**config.mk**
```make
export PLATFORM = sky130hd
export DESIGN_NAME = instr_fetch_unit
export DESIGN_NICKNAME = d
export VERILOG_FILES = /design/src/rtl/instr_fetch_unit.sv
export SDC_FILE = /design/constraint.sdc
export NUM_CORES = 1
export LEC_CHECK = 0
export BUFFER_PORTS_ARGS = -buffer_cell sky130_fd_sc_hd__buf_2
export CORE_ASPECT_RATIO = 1.75
export CORE_MARGIN = 10
export CORE_UTILIZATION = 35
export DETAILED_ROUTE_END_ITERATION = 10
export PLACE_DENSITY = 0.66
export SLEW_MARGIN = 20
export SYNTH_ARGS = -nofsm -noshare
export SYNTH_HDL_FRONTEND = slang
export SYNTH_SLANG_ARGS = --single-unit
```
**constraint.sdc**
```tcl
create_clock -name clk -period 3.45 [get_ports clk]
set_input_delay 0.5175 -clock clk [delete_from_list [all_inputs] [get_ports clk]]
set_output_delay 0.5175 -clock clk [all_outputs]
set_load 0.005 [all_outputs]
```
**src/rtl/instr_fetch_unit.sv**
```systemverilog
// Instruction fetch unit: owns the program counter, reads instruction words
// from program memory over a req/ack handshake, and pulses the IR load enable
// once per fetched word. It then waits for the control unit to finish.
module instr_fetch_unit #(
  parameter int                ADDR_W   = 16,
  parameter int                DATA_W   = 16,
  parameter logic [ADDR_W-1:0] RESET_PC = {ADDR_W{1'b0}},
  parameter int                TIMEOUT  = 255
) (
  input  logic              clk,
  input  logic              rst_b,
  input  logic              start,
  input  logic              halt,
  input  logic              exec_done,
  input  logic              pc_load,
  input  logic [ADDR_W-1:0] pc_load_val,
  output logic              mem_req,
  output logic [ADDR_W-1:0] mem_addr,
  input  logic [DATA_W-1:0] mem_rdata,
  input  logic              mem_ack,
  output logic              ir_en,
  output logic [DATA_W-1:0] ir_data,
  output logic [ADDR_W-1:0] pc_out,
  output logic              busy,
  output logic              bus_err
);

  // The ack wait counter is 8 bits wide, so the limit is taken modulo 256.
  localparam logic [7:0] TIMEOUT_C = 8'(TIMEOUT);

  typedef enum logic [2:0] {
    S_IDLE  = 3'd0,
    S_REQ   = 3'd1,
    S_LOAD  = 3'd2,
    S_EXEC  = 3'd3,
    S_ERROR = 3'd4
  } state_t;

  state_t            state_q, state_d;
  logic [ADDR_W-1:0] pc_q, pc_d;
  logic [DATA_W-1:0] instr_q, instr_d;
  logic [7:0]        cnt_q, cnt_d;

  // State register, program counter, fetched word and ack-wait counter.
  always_ff @(posedge clk) begin
    if (rst_b) begin
      state_q <= S_IDLE;
      pc_q    <= RESET_PC;
      instr_q <= {DATA_W{1'b0}};
      cnt_q   <= 8'd0;
    end else begin
      state_q <= state_d;
      pc_q    <= pc_d;
      instr_q <= instr_d;
      cnt_q   <= cnt_d;
    end
  end

  // Next-state logic; every register holds its value unless a state acts on it.
  always_comb begin
    state_d = state_q;
    pc_d    = pc_q;
    instr_d = instr_q;
    cnt_d   = cnt_q;
    case (state_q)
      S_IDLE: begin
        // Only start matters here; redirects while idle are dropped.
        if (start) begin
          state_d = S_REQ;
        end else begin
          state_d = S_IDLE;
        end
      end
      S_REQ: begin
        // An ack wins even on the cycle the counter sits at the limit.
        if (mem_ack) begin
          instr_d = mem_rdata;
          cnt_d   = 8'd0;
          state_d = S_LOAD;
        end else if (cnt_q == TIMEOUT_C) begin
          state_d = S_ERROR;
        end else begin
          cnt_d   = cnt_q + 8'd1;
          state_d = S_REQ;
        end
      end
      S_LOAD: begin
        // Post-increment wraps naturally at the top of the address space.
        pc_d    = pc_q + ADDR_W'(1);
        state_d = S_EXEC;
      end
      S_EXEC: begin
        // Redirect and halt are only meaningful at the end of execution;
        // a redirect still applies when the unit halts.
        if (exec_done) begin
          if (pc_load) begin
            pc_d = pc_load_val;
          end else begin
            pc_d = pc_q;
          end
          if (halt) begin
            state_d = S_IDLE;
          end else begin
            state_d = S_REQ;
          end
        end else begin
          state_d = S_EXEC;
        end
      end
      S_ERROR: begin
        // Only reset leaves the error state.
        state_d = S_ERROR;
      end
      default: begin
        state_d = S_IDLE;
      end
    endcase
  end

  // Outputs decode purely from registers, so no input reaches an output
  // combinationally.
  assign mem_req  = (state_q == S_REQ);
  assign mem_addr = pc_q;
  assign pc_out   = pc_q;
  assign ir_en    = (state_q == S_LOAD);
  assign ir_data  = instr_q;
  assign busy     = (state_q == S_REQ) || (state_q == S_LOAD) || (state_q == S_EXEC);
  assign bus_err  = (state_q == S_ERROR);

endmodule

```
==> run summary, run 1 <==
die width - 81.4 um
measured slew at the worst slew-check pin - 0.890 ns
Die Footprint - 10400 um^2
pin count of the biggest net entering global routing - 46
port bufs - 90
post-synthesis sequential area ratio - 0.372
Root Buffer - clkbuf_16
startpoint types - flip-flop
fraction of the cycle the final worst path needs - 0.612
# IOs - 91
Synth async-reset ratio - 0
outcome - finished, final reports clean
final hold vios - 0
max-slew violation count - 0
Worst Hold Launch - ir_data[4]
Antenna diodes - 0
first-pass GRT wire length - 10900 um
clk sinks - 43
H-tree depth - 2
Critical Path AT - 1.59 ns
DP Worst Slack - 1.45 ns
total grt overflow - 0
Mapped Avg Cell Area - 7.71 um^2
Max Fclk - 474 MHz
most frequent cells in the layout - 90 x buf_2, 46 x nand2_1, 43 x dfxtp_1
time the worst path needs with I/O delays and setup - 2.11 ns
number of antenna violations at the first check in global routing - 0
Setup Skew - 0.00983 ns
MaxCap Viol Count - 0
Fill cells - 662
CP Class - reg2out
reg-to-reg critical path startpoint - state_q[1]
post-route setup slack - 1.34 ns
Final TNS setup - 0 ns
vias per cell - 5.35
HP Class - reg2reg
Synth Instances - 300
Net count, final - 402
PD cells - 404 nW/um^2
Crit Path Max Fanout - 18
r2r setup slk - 1.44 ns
CP Capture Type - primary output
Tot GR Track Use - 0.128
hold buffers post-CTS - 0
RSZ-0062 raised after global routing - false
1st-pass router iterations - 4
final setup vio count - 0
leading cell type in the layout, fill and taps excluded - buf_2
Worst R2R End - mem_addr[6]
CTS buffer count - 5
mapped cell area - 2310 um^2
vias - 2376
worst vdd ir - 0.269 mV
Clock Latency Late Sink - 0.28 ns
clk slew on worst S/H paths - 0.06 ns
Finished Core Util - 0.431
area grow syn2layout - 21.0%
FF-to-FF path depth - 4
Initial Util - 0.356
Netlist cell types - 48
gpl congestion - 0.783
prevailing post-synth register cell - dfxtp_1
# resized after CTS - 0
maximum clock path buffer count - 2
wire per inst - 15.3 um
EDFF count, synth - 0
Mapped Nets - 341
vias in the first global route - 2393
CTS tree - done
Iter 0 DRT Violations - 114
num rows - 39
post-CTS setup repair buffer count - 0
Hold EP - ir_data[4]
Syn. warnings - 0
Leak Pwr - 1.14 nW
layout cells sized above 1 - 0.287
CORE AREA - 6490 um^2
CP required - 2.93 ns
WHS Path Cells - 2
Routed WL - 6770 um
relative slew slack - 0.407
placed wire-length estimate - 5200 um
height of the die - 128 um
Final ANT Viol Nets - 0
DRC violations left - 0
synthesized flop and latch total - 43
## metrics by stage
step | instances | power, mW | area (um^2) | hold WS, ns
floorplan | 300 | 0.631 | 2310 | 0.452
global placement | 436 | 0.681 | 2660 | 0.440
detailed placement | 436 | 0.683 | 2660 | 0.443
CTS | 444 | 1.15 | 2800 | 0.452
global route | 444 | 1.18 | 2800 | 0.466
finish | 444 | 1.13 | 2800 | 0.449
## worst max-delay path: stages, from the launching register on
cell and delay (ns):
dfxtp_1 0.65, or3b_4 0.48, clkinv_4 0.07, buf_2 0.12
## flip-flops by register name, indices dropped and copies added (netlist names)
name	flops
cnt_q	8
ir_data	16
mem_addr	16
state_q	3
## synthesized netlist by cell type (all sizes together), types with 4 or more instances
master | n | share of area
nand2 | 46 | 0.075
dfxtp | 43 | 0.37
a21oi | 34 | 0.074
buf | 21 | 0.069
nor2 | 18 | 0.029
o21ai | 17 | 0.037
clkbuf | 16 | 0.026
nand3 | 14 | 0.030
nand4 | 9 | 0.024
nor4 | 7 | 0.019
or3 | 7 | 0.019
and2 | 6 | 0.016
nor3 | 6 | 0.013
a22oi | 5 | 0.016
inv | 5 | 0.0081
o31ai | 4 | 0.019
## logic make-up after synthesis
logic type,Yosys count,synth area share
muxes,4,0.0179
and+or+nand+nor,131,0.285
DFF,43,0.372
AOI/OAI and AO/OA,77,0.207
buffers and inverters,43,0.107
adders and majority gates,2,0.0108
## cell type report
cell class / count / area (um^2) / area share
multi-input combinational: 214 / 1210 / 0.432
sequential: 43 / 861 / 0.308
timing repair buffer: 91 / 458 / 0.164
clock buffer: 6 / 129 / 0.0460
tap: 82 / 103 / 0.0367
inverter: 6 / 27.5 / 0.00983
clock inverter: 2 / 12.5 / 0.00447
## where the power goes
group          switching (mW)  total (mW)  internal, mW
clock                   0.193       0.461         0.267
combinational          0.0735       0.134        0.0601
sequential             0.0221       0.536         0.514
## worst max-delay path by stage
stage	start	end	slack, ns	cells after the start
after floorplan	mem_addr[0]	mem_addr[12]	1.75	5
after global placement	state_q[0]	cnt_q[7]	1.53	5
after detailed placement	state_q[0]	cnt_q[5]	1.45	5
after CTS	state_q[0]	mem_req	1.33	3
after global routing	state_q[1]	mem_addr[1]	1.19	4
final	state_q[0]	mem_req	1.34	3
## metal layers
layer  vias to the layer above  track usage  wire, um
met5                         -            0         0
met4                         0       0.0604       181
met3                        15       0.0400       591
met2                        95        0.237      3550
met1                      1085        0.119      2450
li1                       1181            -         -
Note: power is estimated with default switching activity, not from simulation.
==> run 2, diff against run 1 <==
Clock period 3.45 ns to 2.2 ns, I/O delays scaled along.
==> run 2 against run 1 <==
  * Hold slack worse by 0.17 ns
  * Combinational power increased by 66%
  * Core utilization increased by 0.46 points
  * Register-to-register slack lost 1.2 ns
  * First-iteration DRC count shrank 0.88%
  * Critical endpoint is now mem_addr[12]
  * Largest cell class unchanged
  * Largest power group unchanged
==> run summary, run 2 (synthesis results as in run 1) <==
Crit path max-delay family - simple AND/OR/NAND/NOR gates
time the worst path needs with I/O delays and setup - 1.92 ns
number of antenna violations at the first check in global routing - 0
pin count of the biggest net entering global routing - 46
Max Fclk - 522 MHz
Routed met1 length - 2530 um
vias per cell - 5.25
Slowest-stage cell, CP - or4b_1
FF-to-FF path depth - 5
Initial Util - 0.356
top sig layer - met4
# resized after CTS - 0
Net count, final - 406
# IOs - 91
Die Footprint - 10400 um^2
met2 routed WL - 3780 um
CP Capture Type - flip-flop
H-tree depth - 2
Final TNS setup - 0 ns
final setup vio count - 0
maximum clock path buffer count - 2
Routed WL - 6960 um
Fill cells - 707
Critical Path AT - 2.12 ns
critical path buffer and inverter count - 0
Net Sw Frac - 0.258
CTS buffer count - 5
Clock Power Share - 0.408
Setup Skew - 0.00518 ns
die width - 81.4 um
final instance area - 2830 um^2
reg-to-reg critical path startpoint - mem_addr[0]
worst vdd ir - 0.440 mV
Hold EP - ir_data[10]
vias - 2354
worst stage delay on the critical path - 0.51 ns
num rows - 39
Pint - 1.32 mW
WHS Path Cells - 3
clk sinks - 43
relative slew slack - 0.457
Finished Core Util - 0.436
post-CTS setup repair buffer count - 0
total grt overflow - 0
fraction of the cycle the final worst path needs - 0.871
Pwr Total - 1.78 mW
Antenna diodes - 0
Crit Path Max Fanout - 8
Comb power frac - 0.124
CP required - 2.40 ns
Worst Hold Launch - mem_rdata[10]
CORE AREA - 6490 um^2
Tot GR Track Use - 0.131
height of the die - 128 um
outcome - finished, final reports clean
Multi-input gate area - 1210 um^2
max-slew violation count - 0
DRC violations left - 0
hold buffers post-CTS - 0
CP Class - reg2reg
most frequent cells in the layout - 90 x buf_2, 46 x nand2_1, 43 x dfxtp_1
r2r setup slk - 0.28 ns
CP cell instances - ha_1, and4_1, nand4_1, or4b_1, o211ai_1
leading cell type in the layout, fill and taps excluded - buf_2
gpl congestion - 0.794
Root Buffer - clkbuf_16
MaxCap Viol Count - 0
HP Class - in2reg
Clock Latency Late Sink - 0.28 ns
Iter 0 DRT Violations - 113
RSZ-0062 raised after global routing - false
port bufs - 90
wire per inst - 15.5 um
Final ANT Viol Nets - 0
Met3 Wirelength - 561 um
FF+latch area - 861 um^2
placed wire-length estimate - 5320 um
area grow syn2layout - 22.3%
Sw Pwr - 461 uW
PD cells - 631 nW/um^2
CTS tree - done
vias in the first global route - 2347
final hold vios - 0
startpoint types - flip-flop
Leak Pwr - 1.16 nW
placed cell areas - 2690 um^2
layout cells sized above 1 - 0.295
first-pass GRT wire length - 11100 um
measured slew at the worst slew-check pin - 0.815 ns
sequential share of power - 0.468
Worst R2R End - mem_addr[12]
clk slew on worst S/H paths - 0.06 ns
1st-pass router iterations - 4
-- run 2: cell count changes in the layout (fill, tap and decap cells not counted), sizes merged --
| cell | change |
|---|---|
| buf | +4 |
-- run 2: worst max path at each step --
stage,startpoint,endpoint,slack (ns),cells after the start
2_1_floorplan,mem_addr[0],mem_addr[12],0.50,5
3_3_place_gp,mem_addr[0],mem_addr[12],0.36,5
3_5_place_dp,mem_addr[0],mem_addr[12],0.31,5
4_1_cts,mem_addr[0],mem_addr[12],0.30,5
5_1_grt,mem_addr[0],mem_addr[12],0.14,5
6_report,mem_addr[0],mem_addr[12],0.28,5
-- run 2: cell type report --
| cell class | count | area share |
|---|---|---|
| tap | 82 | 0.0363 |
| sequential | 43 | 0.304 |
| clock inverter | 2 | 0.00442 |
| multi-input combinational | 214 | 0.427 |
| clock buffer | 6 | 0.0456 |
| inverter | 6 | 0.00973 |
| timing repair buffer | 95 | 0.172 |
-- run 2: routing by layer --
layer  global-route usage  vias to the layer above
met5                    0                        -
met2                0.242                       79
li1                     -                     1185
met1                0.131                     1082
met4               0.0532                        0
met3               0.0365                        8
-- run 2: power groups by stage --
| stage | combinational (mW) | sequential [mW] | clock [mW] |
|---|---|---|---|
| floorplan | 0.143 | 0.847 | 0 |
| global placement | 0.224 | 0.851 | 0 |
| detailed placement | 0.225 | 0.853 | 0 |
| CTS | 0.226 | 0.835 | 0.747 |
| global route | 0.251 | 0.841 | 0.782 |
| finish | 0.222 | 0.836 | 0.728 |
-- run 2: worst reg2reg max path: cells and delay by family, from the launching register on --
kind | cells | cell delay, ns
AO/OA/AOI/OAI | 1 | 0.10
adder cells (fa/ha/maj) | 1 | 0.27
AND/OR/NAND/NOR | 3 | 1.02
flip-flops | 1 | 0.46
-- run 2: stage by stage --
stage	hold slack (ns)	cells	setup WS [ns]
final	0.280	448	0.284
after global placement	0.440	440	0.356
after detailed placement	0.444	440	0.313
after CTS	0.273	448	0.300
after global routing	0.284	448	0.136
after floorplan	0.452	300	0.498
